==> config.mk <==
export PLATFORM = sky130hd
export DESIGN_NAME = bitwise_op_arbiter
export DESIGN_NICKNAME = d
export VERILOG_FILES = /design/src/rtl/bitwise_op_arbiter.sv
export SDC_FILE = /design/constraint.sdc
export NUM_CORES = 1
export LEC_CHECK = 0
export ABC_CLOCK_PERIOD_IN_PS = 4600
export CORE_MARGIN = 2
export CORE_UTILIZATION = 48
export DETAILED_ROUTE_END_ITERATION = 10
export GPL_TIMING_DRIVEN = 0
export MAX_ROUTING_LAYER = met4
export PLACE_DENSITY = 0.83
export SLEW_MARGIN = 0
export SYNTH_ARGS = -nofsm -noshare
export SYNTH_HDL_FRONTEND = slang
export SYNTH_SLANG_ARGS = --single-unit
==> constraint.sdc <==
create_clock -name clk -period 4.6 [get_ports clk]
set_input_delay 0.69 -clock clk [delete_from_list [all_inputs] [get_ports clk]]
set_output_delay 0.69 -clock clk [all_outputs]
set_load 0.03 [all_outputs]
==> src/rtl/bitwise_op_arbiter.sv <==
// Two-requester round-robin arbiter in front of one shared AND/OR unit.
// A request is captured in IDLE, evaluated in EXEC, and its result is held
// in DONE until the consumer takes it. Grants alternate under contention.
module bitwise_op_arbiter #(
  parameter int WIDTH = 8
) (
  input  logic             clk,
  input  logic             rst_n,
  input  logic             req0_valid,
  output logic             req0_ready,
  input  logic             req0_op,
  input  logic [WIDTH-1:0] req0_a,
  input  logic [WIDTH-1:0] req0_b,
  input  logic             req1_valid,
  output logic             req1_ready,
  input  logic             req1_op,
  input  logic [WIDTH-1:0] req1_a,
  input  logic [WIDTH-1:0] req1_b,
  output logic             res_valid,
  input  logic             res_ready,
  output logic [WIDTH-1:0] res_data,
  output logic             res_id,
  output logic [15:0]      done_cnt
);

  typedef enum logic [1:0] {
    IDLE = 2'd0,
    EXEC = 2'd1,
    DONE = 2'd2
  } state_t;

  state_t           state;
  state_t           state_next;
  logic             ptr;
  logic             grant_id;
  logic             accept;
  logic             res_fire;
  logic             cap_op;
  logic             cap_id;
  logic [WIDTH-1:0] cap_a;
  logic [WIDTH-1:0] cap_b;

  // Grant selection: a lone requester wins, contention is settled by ptr
  always_comb begin
    grant_id   = (req0_valid && req1_valid) ? ptr : req1_valid;
    req0_ready = rst_n && (state == IDLE) && req0_valid && !grant_id;
    req1_ready = rst_n && (state == IDLE) && req1_valid && grant_id;
    accept     = req0_ready || req1_ready;
    res_fire   = res_valid && res_ready;
  end

  // Next-state logic for the IDLE -> EXEC -> DONE sequence
  always_comb begin
    state_next = state;
    case (state)
      IDLE:    if (accept) state_next = EXEC;
      EXEC:    state_next = DONE;
      DONE:    if (res_fire) state_next = IDLE;
      default: state_next = IDLE;
    endcase
  end

  // State register, round-robin pointer and captured request
  always_ff @(posedge clk) begin
    if (!rst_n) begin
      state  <= IDLE;
      ptr    <= 1'b0;
      cap_op <= 1'b0;
      cap_id <= 1'b0;
      cap_a  <= '0;
      cap_b  <= '0;
    end else begin
      state <= state_next;
      if (accept) begin
        cap_op <= grant_id ? req1_op : req0_op;
        cap_a  <= grant_id ? req1_a  : req0_a;
        cap_b  <= grant_id ? req1_b  : req0_b;
        cap_id <= grant_id;
        ptr    <= !grant_id;
      end
    end
  end

  // Result registers and completion counter
  always_ff @(posedge clk) begin
    if (!rst_n) begin
      res_valid <= 1'b0;
      res_data  <= '0;
      res_id    <= 1'b0;
      done_cnt  <= 16'd0;
    end else begin
      if (state == EXEC) begin
        res_data  <= cap_op ? (cap_a & cap_b) : (cap_a | cap_b);
        res_id    <= cap_id;
        res_valid <= 1'b1;
      end else if (state == DONE && res_fire) begin
        res_valid <= 1'b0;
        done_cnt  <= done_cnt + 16'd1;
      end
    end
  end

endmodule

==> summary by stage <==
Place
Detailed placement finished with a half-perimeter wire length of 3460 um. The number of port buffers is 66. The global placer's final weighted congestion is 0.823. The instance area after placement is approximately 2700 um^2.

Timing
The maximum clock frequency is around 260 MHz. The max-slew violation count is 0. In the finished design, the share of the clock period the worst path needs comes to ~83%. The final critical path time including I/O delays and setup is roughly 3.8 ns. The number of setup violations in the final report is 0. The count of endpoints failing hold in the final timing report is 0.

The slew at the pin closest to its max-slew limit is 0.510 ns. Headroom to the max-slew limit came out at 66.0%. The post-route setup TNS is 0 ns.

Clock skew on the completed layout was measured at 0.00991 ns. Setup repair after global routing left no endpoint under its margin. The smallest hold slack is roughly 0.46 ns.

Hold path
The worst hold path was traced through 2 stages. The endpoint of the worst hold-timing path is cap_a[0]$_SDFFE_PN0P_. The path type of the worst min-delay path is flop to flop. The start point of the worst min-delay path is cap_a[0]$_SDFFE_PN0P_.

Routing
For this run, design rule violations remaining after detail routing come to 0. The first detailed-routing pass ran for 4 iterations. Once detail routing completed, the nets flagged for antenna violations numbered 0. Detailed routing inserted a total of 1903 vias. Dividing the detail-routed wire length by the instance count gives 13.3 um. The number of DRC markers in iteration 0 is ~120. Dividing the detail-routed via count by the number of cells gives 5.35. The routed design has 4750 um of wire.

GRT
The pin count of the biggest net entering global routing is 15. For met1 alone, demand over resource in global routing was 28.0%. Global routing used 5.36% of the available met3 tracks. The met2 demand-to-capacity share in global routing is between 30 and 40%. Global routing consumed, over all layers together, 23.3% of the routing resources. The number of antenna violations at the first check in global routing is 0. Global routing finished with a remaining overflow of 0. The number of global-route vias before repair was 1804. The first-pass GRT wire length is 7940 um. The global routing stage identified its most utilized layer as met2.

Final layout
The post-route cell area is around 2800 um^2. The share of cells above drive strength 1 is 5.23%. Fill cells in the final layout number 323. The repair_antennas step left the layout with diodes totalling 0. At the end of the flow, the number of nets in the layout was 345. The layout-stage area growth over the synthesis result is 42.0%.

Cells fill between 70% and 80% of the core in the end.

Clock tree
The number of buffers on the longest clock path is 2. The count of cells resized by post-cts repair is 0. After clock tree synthesis, the clock-pin slew on the worst setup and hold paths is 0.08 ns. CTS built an H-tree with a depth of 2. Clock tree synthesis selected as its root buffer the cell clkbuf_8.

TritonCTS built the clock tree. The clock net in this run drives a total of 47 sinks. The source-to-sink clock delay at the later pin of the worst-skew pair is about 0.3 ns. The buffers inserted during post-CTS setup optimization is 0.

The number of clock buffers inserted by TritonCTS is 5. Hold repair after CTS inserted 0 buffers.

Yosys
Counting flops and latches in the post-synthesis netlist gives 47. The number of nets handed over by synthesis was 272. For this run, the register share of the synthesized area comes to 47.0%. The count of flip-flops with a built-in enable after synthesis is 0. The fraction of registers with async set or reset after synthesis is 0%.

The post-synthesis instance area is 2000 um^2. The total number of yosys warnings is 0. In the synthesized netlist the dominant register cell turns out to be dfxtp_1. In the synthesized netlist, the number of instances is 232. Dividing the synthesized area by the synthesized cell count gives 8.62 um^2.

After synthesis, the netlist uses 38 different library cells.

Worst setup path
The largest single stage delay on the critical path is roughly 0.7 ns. Among all stages on the critical path, the largest delay is contributed by clkdlybuf4s50_1. The arrival time of the worst setup path is 3.11 ns. Walking the worst path, the cells encountered are clkdlybuf4s50_1, or3b_2, nor3_2, buf_2, clkdlybuf4s50_1. The top cell family by delay on the critical path is buffers and inverters. The category of the critical setup timing path is primary input to primary output.

The setup check on the worst reg-to-reg path leaves a slack of 2.70 ns. The endpoint identified for the worst register-to-register timing path is cap_a[3]$_SDFFE_PN0P_. The endpoint kind of the worst setup timing path is a primary output. The cell repeated most along the worst path is clkdlybuf4s50_1. The number of cells on the worst reg-to-reg path is 5. The startpoint identified for the worst register-to-register timing path is state[1]$_SDFFE_PN0P_.

STA classifies the critical path startpoint as a primary input. The highest net fanout along the worst path is 10. The critical path crosses 5 cells after its start point. The combined buffer and inverter count along the critical path is 3. The required time at the worst-slack endpoint is 3.91 ns.

Die
During I/O placement, the number of pins put on the boundary was 67. The placement row count is 23. The region available for standard cell placement spans 4000 um^2. The initial utilization of the core area, before any placement, comes to 50.0%. The vertical extent of the die is 68.6 um. The overall die area is approximately 4700 um^2. The floorplan step set the die width to between 60 and 70 um.

Power
The largest voltage drop on the vdd net is 190 uV. Dividing total power by cell area gives a power density of 322 nW/um^2. Summed over all cells, the static leakage comes to 1.00 nW.

Flow run
Across the run, the number of max-cap violations was 0.

Outcome
The flow ran to the end, and the final reports show no timing, DRC or antenna violations.
-- sequential cells by signal, indices dropped and copies added, names as in the netlist --
name	cells
state	2
ptr	1
done_cnt	16
res_valid	1
res_data	8
res_id	1
cap_b	8
cap_op	1
cap_a	8
cap_id	1
-- cell type report --
cell class	instances	area [um^2]	share of cell area (%)
tap	50	62.6	2.20
buffer	10	42.5	1.50
inverter	7	26.3	0.925
timing repair buffer	66	661	23.2
clock inverter	2	35.0	1.23
sequential	47	941	33.1
multi-input combinational	168	991	34.9
clock buffer	6	82.6	2.91
-- routing by layer --
layer,part of all wire (%),vias to the layer above
li1,-,981
met1,46,864
met2,49,56
met3,4.4,2
met4,0.72,0
met5,0,-
-- power breakdown --
part | total, W | internal [W] | switching (W)
Clock | 0.000311 | 0.000176 | 0.000135
Sequential | 0.000450 | 0.000432 | 0.0000188
Combinational | 0.000155 | 0.0000753 | 0.0000793
Total | 0.000916 | 0.000683 | 0.000233
-- cell families after synthesis --
logic type	Yosys count	synth area share, %
simple gates	80	20.0
fa+ha+maj	1	0.625
xor+xnor	11	4.82
flops	47	47.0
buf+inv	17	3.44
compound gates	71	21.6
mux	5	2.50
-- worst reg2reg max path, cell delays in order, from the launching register on --
cell and delay [ns]:
dfxtp_1 0.38, or3b_2 0.54, nor3_2 0.40, buf_2 0.29, a22oi_1 0.10, a21oi_1 0.13
-- worst max-delay path by stage --
| stage | start | to |
|---|---|---|
| floorplan | rst_n | req1_ready |
| global placement | rst_n | req1_ready |
| detailed placement | rst_n | req1_ready |
| CTS | rst_n | req1_ready |
| global route | rst_n | req1_ready |
| finish | rst_n | req1_ready |
-- per-stage QoR --
stage | power, W | worst slack [ns] | cells
6_report | 0.000916 | 0.797 | 356
5_1_grt | 0.000954 | 0.708 | 356
3_3_place_gp | 0.000610 | 0.806 | 348
4_1_cts | 0.000921 | 0.807 | 356
2_1_floorplan | 0.000540 | 2.14 | 232
3_5_place_dp | 0.000613 | 0.797 | 348
-- cells in the final DEF, fill, tap and decap left out, types with 3 or more instances in the layout --
master and instances:
mux2i_1 5, xnor2_1 8, clkbuf_1 8, a22oi_1 14, nor4_1 4, inv_1 6
nand2_1 30, a21oi_1 20, nor3_1 4, dfxtp_1 47, clkbuf_8 6, a31oi_1 8
nor2_1 20, o21ai_0 18, or4_1 4, xor2_1 3, nand3_1 6, a211oi_1 3
clkdlybuf4s50_1 66
-- cells in the mapped netlist, drive strengths merged (2+ instances only) --
library cell   n  area [um^2]
xnor2          8         70.1
a21oi         20          100
or3            3         23.8
xor2           3         26.3
a211oi         4         35.0
nor4           4         25.0
nor3           5         30.0
nand3          6         30.0
a31oi          8         50.1
mux2i          5         50.1
nor2          20         75.1
buf            2         12.5
nand4          2         12.5
inv            7         26.3
nor2b          2         12.5
dfxtp         47          941
clkbuf         8         30.0
or4            4         30.0
nand2         30          113
a22oi         14          105
o21ai         19         95.1
No activity file was read; power rests on OpenSTA's default activity.
